**src/rtl/delay_slot_pkg.sv**
```systemverilog
// Shared types and helpers for the delay-slot arbiter: stage tag record and
// delay normalisation (a programmed delay of 0 behaves as 1).
package delay_slot_pkg;
   localparam int ID_W    = 1;
   localparam int DELAY_W = 2;
   localparam int STAGES  = 3;

   typedef struct packed {
      logic            valid;
      logic [ID_W-1:0] id;
   } stage_tag_t;

   function automatic logic [DELAY_W-1:0] norm_delay(input logic [DELAY_W-1:0] d);
      return (d == '0) ? DELAY_W'(1) : d;
   endfunction
endpackage

```
**src/rtl/delay_slot_pipe.sv**
```systemverilog
// Three-stage shift pipeline with a single insertion point per cycle.
// The stage at insert_idx is overwritten by the new item instead of shifting.
module delay_slot_pipe
   import delay_slot_pkg::*;
#(
   parameter int DATA_WIDTH = 8
)
(
   input  logic                  clk,
   input  logic                  reset,
   input  logic                  insert_en,
   input  logic [1:0]            insert_idx,
   input  logic [ID_W-1:0]       insert_id,
   input  logic [DATA_WIDTH-1:0] insert_data,
   output logic [STAGES-1:0]     stage_valid,
   output logic [ID_W-1:0]       s0_id,
   output logic [DATA_WIDTH-1:0] s0_data
);
   stage_tag_t            s0_tag, s1_tag, s2_tag;
   logic [DATA_WIDTH-1:0] s0_dat, s1_dat, s2_dat;
   stage_tag_t            ins_tag;

   assign ins_tag = '{valid: 1'b1, id: insert_id};

   always_ff @(posedge clk or negedge reset) begin
      if (!reset) begin
         s0_tag <= '0;
         s1_tag <= '0;
         s2_tag <= '0;
         s0_dat <= '0;
         s1_dat <= '0;
         s2_dat <= '0;
      end else begin
         // s2 -> s1 -> s0 shift; the slot chosen by the arbiter takes the new item
         if (insert_en && insert_idx == 2'd0) begin
            s0_tag <= ins_tag;
            s0_dat <= insert_data;
         end else begin
            s0_tag <= s1_tag;
            s0_dat <= s1_dat;
         end
         if (insert_en && insert_idx == 2'd1) begin
            s1_tag <= ins_tag;
            s1_dat <= insert_data;
         end else begin
            s1_tag <= s2_tag;
            s1_dat <= s2_dat;
         end
         if (insert_en && insert_idx == 2'd2) begin
            s2_tag <= ins_tag;
            s2_dat <= insert_data;
         end else begin
            s2_tag <= '0;
            s2_dat <= '0;
         end
      end
   end

   assign stage_valid = {s2_tag.valid, s1_tag.valid, s0_tag.valid};
   assign s0_id       = s0_tag.id;
   assign s0_data     = s0_dat;
endmodule

```
**src/rtl/delay_slot_arbiter.sv**
```systemverilog
// Two-requester round-robin arbiter sharing one variable-latency (1-3 cycle)
// delay pipeline. Optional counters enabled by DELAY_SLOT_ARBITER_STATS_EN.
module delay_slot_arbiter
   import delay_slot_pkg::*;
#(
   parameter int DATA_WIDTH = 8,
   parameter int MAX_DELAY  = 3
)
(
   input  logic                  clk,
   input  logic                  reset,
   input  logic                  req0_valid,
   input  logic [DATA_WIDTH-1:0] req0_data,
   input  logic [DELAY_W-1:0]    req0_delay,
   output logic                  req0_ready,
   input  logic                  req1_valid,
   input  logic [DATA_WIDTH-1:0] req1_data,
   input  logic [DELAY_W-1:0]    req1_delay,
   output logic                  req1_ready,
   output logic                  out_valid,
   output logic [DATA_WIDTH-1:0] out_data,
   output logic                  out_id
`ifdef DELAY_SLOT_ARBITER_STATS_EN
   ,
   input  logic                  stats_clr,
   output logic [15:0]           grant_cnt0,
   output logic [15:0]           grant_cnt1,
   output logic [15:0]           stall_cnt
`endif
);
   logic [DELAY_W-1:0]    d0, d1, ins_delay;
   logic [STAGES-1:0]     stage_valid;
   logic                  elig0, elig1, grant0, grant1;
   logic                  ptr_q;
   logic [1:0]            ins_idx;
   logic [ID_W-1:0]       ins_id;
   logic [DATA_WIDTH-1:0] ins_data;
   logic [ID_W-1:0]       s0_id;

   // A delay-d item lands in s[d-1]; the stage that would shift into it must be empty.
   function automatic logic slot_free(input logic [DELAY_W-1:0] d,
                                      input logic [STAGES-1:0]  v);
      case (d)
         2'd1:    return !v[1];
         2'd2:    return !v[2];
         default: return d == DELAY_W'(MAX_DELAY);
      endcase
   endfunction

   always_comb begin
      d0        = norm_delay(req0_delay);
      d1        = norm_delay(req1_delay);
      elig0     = req0_valid && slot_free(d0, stage_valid);
      elig1     = req1_valid && slot_free(d1, stage_valid);
      grant0    = elig0 && (!elig1 || !ptr_q);
      grant1    = elig1 && (!elig0 ||  ptr_q);
      ins_delay = grant1 ? d1 : d0;
      ins_idx   = ins_delay - 2'd1;
      ins_id    = ID_W'(grant1);
      ins_data  = grant1 ? req1_data : req0_data;
   end

   assign req0_ready = grant0;
   assign req1_ready = grant1;

   always_ff @(posedge clk or negedge reset) begin
      if (!reset)      ptr_q <= 1'b0;
      else if (grant0) ptr_q <= 1'b1;
      else if (grant1) ptr_q <= 1'b0;
   end

   delay_slot_pipe #(.DATA_WIDTH(DATA_WIDTH)) u_pipe (
      .clk         (clk),
      .reset       (reset),
      .insert_en   (grant0 || grant1),
      .insert_idx  (ins_idx),
      .insert_id   (ins_id),
      .insert_data (ins_data),
      .stage_valid (stage_valid),
      .s0_id       (s0_id),
      .s0_data     (out_data)
   );

   assign out_valid = stage_valid[0];
   assign out_id    = s0_id[0];

`ifdef DELAY_SLOT_ARBITER_STATS_EN
   function automatic logic [15:0] sat_inc(input logic [15:0] c, input logic en);
      return (en && c != 16'hFFFF) ? c + 16'd1 : c;
   endfunction

   logic stall;
   assign stall = (req0_valid || req1_valid) && !(grant0 || grant1);

   always_ff @(posedge clk or negedge reset) begin
      if (!reset) begin
         grant_cnt0 <= '0;
         grant_cnt1 <= '0;
         stall_cnt  <= '0;
      end else if (stats_clr) begin
         grant_cnt0 <= '0;
         grant_cnt1 <= '0;
         stall_cnt  <= '0;
      end else begin
         grant_cnt0 <= sat_inc(grant_cnt0, grant0);
         grant_cnt1 <= sat_inc(grant_cnt1, grant1);
         stall_cnt  <= sat_inc(stall_cnt, stall);
      end
   end
`endif
endmodule

```
**config.mk**
```make
export PLATFORM = sky130hd
export DESIGN_NAME = delay_slot_arbiter
export DESIGN_NICKNAME = d
export VERILOG_FILES = /design/src/rtl/delay_slot_pkg.sv /design/src/rtl/delay_slot_pipe.sv /design/src/rtl/delay_slot_arbiter.sv
export SDC_FILE = /design/constraint.sdc
export NUM_CORES = 1
export LEC_CHECK = 0
export CELL_PAD_IN_SITES_DETAIL_PLACEMENT = 1
export CELL_PAD_IN_SITES_GLOBAL_PLACEMENT = 1
export CORE_ASPECT_RATIO = 0.75
export CORE_MARGIN = 3
export CORE_UTILIZATION = 40
export DETAILED_ROUTE_END_ITERATION = 10
export PLACE_DENSITY_LB_ADDON = 0.08
export SYNTH_ARGS = -nofsm -noshare
export SYNTH_HDL_FRONTEND = slang
export SYNTH_SLANG_ARGS = --single-unit
```
**constraint.sdc**
```tcl
create_clock -name clk -period 3.5 [get_ports clk]
set_input_delay 0.7 -clock clk [delete_from_list [all_inputs] [get_ports clk]]
set_output_delay 0.7 -clock clk [all_outputs]
set_load 0.03 [all_outputs]
```
# Yosys cells after proc, flatten, opt, wreduce, memory -nomap -nowiden

Cells that the tools add are included.

Add/subtract/negate cells: 1
Multiply operators: 0
Divide/modulo/power cells: 0
Order comparisons: 0
Eq/ne operators: 8
Shift-type cells: 0
Mux-type cells: 14
Bitwise operators: 0
Reductions and logical operators: 19

Operators with widths:

| operator                                            | number |
|---|---|
| 2-to-1 mux 8 bit                                    | 4 |
| 2-to-1 mux 2 bit                                    | 6 |
| equality test 2 bit, second input constant          | 5 |
| logical AND 1 bit                                   | 7 |
| equality test 2 x 1 -> 1 bit, second input constant | 3 |
| logical NOT 2 bit                                   | 3 |
| logical NOT 1 bit                                   | 5 |
| one-hot mux 1 bit (2 select lines)                  | 2 |
| logical OR 1 bit                                    | 3 |
| 2-to-1 mux 1 bit                                    | 2 |
| nonzero test 2 bit                                  | 1 |
| subtractor 2 x 1 -> 2 bit, second input constant    | 1 |

Register bits after elaboration: 31
Bits in latches: 0
Memory bits (writable): 0
ROM bits: 0
Input port bits: 24
Output and inout port bits: 12
Logic and storage cells: 52
Memories: 0

# Logic depth before layout (Yosys ltp)

Word-level depth: 13
Depth in mapped cells: 7
Gate-level depth less buffers: 6

# Cells and area by module

Synthesis repeated with hierarchy kept, for this count alone.

Cells, all modules: 95
Area, all modules: 1446.4 um^2

By module, submodules not included:

| module             | times used | cells an instance | area an instance (um^2) | seq. area each (um^2) |
|---|---|---|---|---|
| delay_slot_pipe    | 1          | 67                | 1161.1                  | 750.7 |
| delay_slot_arbiter | 1          | 28                | 285.3                   | 25.0 |

# Least setup slack after synthesis

No wires, ideal clock.

Kind: input-to-output
From: input req1_delay[0]
To: output req0_ready
Arrival time: 1.573 ns
Required time: 2.800 ns
Slack: 1.227 ns
Cell stages on the path: 3
Path buffers: 0
Path through: nand3b_1 and4_4 nor2_1

Word-level cells in the longest chain between the ends: 8
Elaborated cells between the ends (all ways): 10
Classes of those cells: 3 x eq/ne; 2 x mux; 5 x reduce/logical

Ends and longest elaborated chain:

| what                                        | line                     | RTL |
|---|---|---|
| start: declaration                          | delay_slot_arbiter.sv:18 | `input logic [DELAY_W-1:0] req1_delay,` |
| logical NOT 2 bit                           | delay_slot_pkg.sv:14     | `return (d == '0) ? DELAY_W'(1) : d;` |
| 2-to-1 mux 2 bit (*)                        | delay_slot_pkg.sv:14     |  |
| equality test 2 bit (tied with other cells) | delay_slot_arbiter.sv:46 | `default: return d == DELAY_W'(MAX_DELAY);` |
| one-hot mux 1 bit (2 select lines) (*)      | delay_slot_arbiter.sv:43 | `case (d)` |
| logical AND 1 bit (*)                       | delay_slot_arbiter.sv:54 | `elig1 = req1_valid && slot_free(d1, stage_valid);` |
| logical NOT 1 bit (*)                       | delay_slot_arbiter.sv:55 | `grant0 = elig0 && (!elig1 \|\| !ptr_q);` |
| logical OR 1 bit (*)                        | delay_slot_arbiter.sv:55 |  |
| logical AND 1 bit (*)                       | delay_slot_arbiter.sv:55 |  |
| end: declaration                            | delay_slot_arbiter.sv:15 | `output logic req0_ready,` |

Every way passes the cells marked *; elsewhere a longest branch is shown, timed or not.

# Worst setup path in the final report

From: input req1_delay[1]
To: output req0_ready

Same word-level chain as after synthesis.

==> metrics.csv <==
stage,metric,value,unit
status,status,finished clean,
routing,number of DRC markers in iteration 0,52,
power_and_ir_drop,VDD IR max,0.000303,V
clock_network,CTS tree,built,
logic_synthesis,post-synthesis area per instance,11.8,µm²
final_layout,most frequent cells in the layout,"35 x clkdlybuf4s50_1, 31 x dfrtp_1, 12 x inv_1",
power_and_ir_drop,sw frac,0.314,
hold_path,hold crit path type,flop to flop,
logic_synthesis,Adder-Cell Fraction of Synth Area,0,
routing,DRC Markers,0,
final_layout,fin nets,188,
global_route,Congestion Overflow GR,0,
power_and_ir_drop,sw power,344,µW
worst_setup_path,FF-to-FF path depth,7,
timing,unrepaired setup endpoints after global routing,false,
global_route,total global-route track usage,0.216,
floorplanning,Die Span Y,57.4,µm
global_route,largest net degree at the start of global routing,32,
timing,final setup margin,142,ps
final_layout,share of cells above drive strength 1,0.194,
floorplanning,Initial Util,0.448,
power_and_ir_drop,Clk pwr share,0.282,
global_route,global-route wire length before repair,6.77,mm
logic_synthesis,post-synthesis mux area share,0.128,
floorplanning,FP Rows,17,
timing,Final setup viols,0,
worst_setup_path,WP data arrival,2660,ps
logic_synthesis,synthesized instance count,119,
routing,final WL,4.11,mm
timing,Least-Margin Pin Slew,770,ps
clock_network,Clock Latency Late Sink,280,ps
run,total of max-cap violations,0,
floorplanning,area of the core,3150,µm²
floorplanning,number of primary I/O pins,36,
worst_setup_path,"Req. time, crit path",2800,ps
clock_network,Worst-path clk slew,60,ps
hold_path,hold path depth,1,
logic_synthesis,dominant cells by area after synthesis,"dfrtp_1 55%, mux2_1 7.2%, mux2_2 5.6%, a21oi_2 5.0%, a22oi_1 4.3%",
timing,pins over their slew limit,0,
timing,final hold vios,0,
floorplanning,die area,4280,µm²
placement,hpwl dp,2.92,mm
placement,GPL Wtd Cong,0.795,
logic_synthesis,Synth Area in XOR/XNOR,0,
clock_network,H-tree depth,2,
logic_synthesis,"FF+latch count, synth",31,
logic_synthesis,Synth area leader,dfrtp_1,
worst_setup_path,Worst Setup End Kind,primary output,
timing,relative slew slack,0.486,
logic_synthesis,register area share after synthesis,0.551,
timing,Max Clock Skew,3.27,ps
timing,Final period util,0.959,
logic_synthesis,Compound-Gate Fraction of Synth Area,0.171,
logic_synthesis,largest family of logic cells by synthesized area,compound AO/OA/AOI/OAI gates,
routing,"antenna viol nets, final",0,
placement,count of buffers from port buffering,35,
clock_network,# Post-CTS Setup Buffers,0,
worst_setup_path,maximum fanout along the worst path,6,
global_route,initial antenna violation count,0,
logic_synthesis,"Distinct cells, synth",26,
power_and_ir_drop,internal power,751,µW
worst_setup_path,Worst R2R Start,u_pipe.stage_valid[1],
clock_network,clock buffer depth,2,
floorplanning,Die Wd,74.5,µm
routing,DR pass1 iterations,4,
clock_network,hold buffer count at CTS,0,
final_layout,diode count,0,
power_and_ir_drop,Pwr Density,567,nW/µm²
power_and_ir_drop,sequential share of power,0.401,
timing,Max Fclk,298,MHz
hold_path,Hold Path End,u_pipe.s0_data[5],
routing,routed length per instance,20.3,µm
global_route,vias in the first global route,1329,
power_and_ir_drop,combinational power share,0.317,
timing,setup TNS,0,ps
worst_setup_path,crit path launch type,primary input,
hold_path,min-delay src,u_pipe.s1_dat[5],
clock_network,CTS Sinks,31,
logic_synthesis,post-synthesis simple-gate area fraction,0.100,
placement,DP Worst Slack,171,ps
worst_setup_path,R2R setup slack,1390,ps
final_layout,Fill cells,334,
clock_network,post-cts resize count,0,
routing,vias,1152,
power_and_ir_drop,Leakage Power,0.000857,µW
timing,worst hold slack,474,ps
worst_setup_path,CP Class,primary input to primary output,
final_layout,"most common cell after layout, fill and taps aside",clkdlybuf4s50_1,
routing,drt via density,5.67,
logic_synthesis,Synth warnings,0,
timing,Tmin final,3360,ps
logic_synthesis,post-synth top area share,0.551,
worst_setup_path,Crit Reg-Reg Endpoint,u_pipe.s0_data[2],
logic_synthesis,Netlist Area Pre-Place,1410,µm²
final_layout,Layout area overhead,37.0,%
clock_network,CTS buffer count,5,
clock_network,Root Driver,clkbuf_8,
logic_synthesis,Synthesized Nets,143,
## worst max-delay path, stage by stage
cell             delay, ps
clkdlybuf4s50_1        510
nand2b_1               240
and4_4                 220
nor2_1                 250
clkdlybuf4s50_1        740
## cells in the mapped netlist (all sizes together)
cell type,number
mux2,16
a22oi,9
dfrtp,31
and4,1
or4,1
nand4,1
nand3,1
and3,2
nand4b,1
a22o,1
and2,1
inv,13
a21boi,1
a32oi,1
buf,3
nand3b,2
o22ai,8
a21oi,11
nand2b,4
nor2,10
nand2,1
## registers in the layout, indices dropped and copies added (netlist names)
register / flops
u_pipe.stage_valid: 3
u_pipe.s0_id: 1
u_pipe.s0_data: 8
ptr_q: 1
u_pipe.s2_dat: 8
u_pipe.s1_tag: 1
u_pipe.s2_tag: 1
u_pipe.s1_dat: 8
## final cells by class
cell class | instances | area, µm² | area share
multi-input cells | 72 | 563 | 0.292
flip-flops and latches | 31 | 776 | 0.402
well taps | 38 | 47.5 | 0.0246
inverters | 13 | 48.8 | 0.0253
clock buffers | 8 | 100 | 0.0518
repair buffers | 41 | 395 | 0.205
## how the worst max path moves through the flow
| stage | startpoint | to | slack, ps |
|---|---|---|---|
| after floorplan | req1_delay[0] | req0_ready | 1230 |
| after global placement | req1_delay[1] | req0_ready | 290 |
| after detailed placement | req1_delay[1] | req0_ready | 170 |
| after CTS | req1_delay[1] | req0_ready | 150 |
| after global routing | req1_delay[1] | req0_ready | 40 |
| final | req1_delay[1] | req0_ready | 140 |
## metal layers
| metal | vias up | global-route usage | share of wire |
|---|---|---|---|
| li1 | 513 | - | - |
| met1 | 587 | 0.243 | 0.39 |
| met2 | 46 | 0.383 | 0.53 |
| met5 | - | 0 | 0 |
| met3 | 6 | 0.0810 | 0.070 |
| met4 | 0 | 0.0533 | 0.0070 |
## power by group through the flow
stage	Combinational, µW	Sequential (µW)	Clock, µW
finish	347	439	309
global route	372	445	334
CTS	350	440	311
detailed placement	345	446	0
global placement	334	442	0
floorplan	142	495	0
## kinds of logic (layout without fill, tap and decap cells)
| kind of cell | Yosys count | after routing |
|---|---|---|
| compound gates | 31 | 31 |
| flops | 31 | 31 |
| simple gates | 25 | 25 |
| mux | 16 | 16 |
| buf+inv | 16 | 62 |
## per-stage QoR
stage	instances	instance area, µm²	power (µW)	util
after floorplan	119	1410	636	-
after global placement	195	1830	776	0.581
after detailed placement	195	1830	791	0.581
after CTS	203	1930	1100	0.613
after global routing	203	1930	1150	0.613
final	203	1930	1090	0.613
Note: power is estimated with default switching activity, not from simulation.
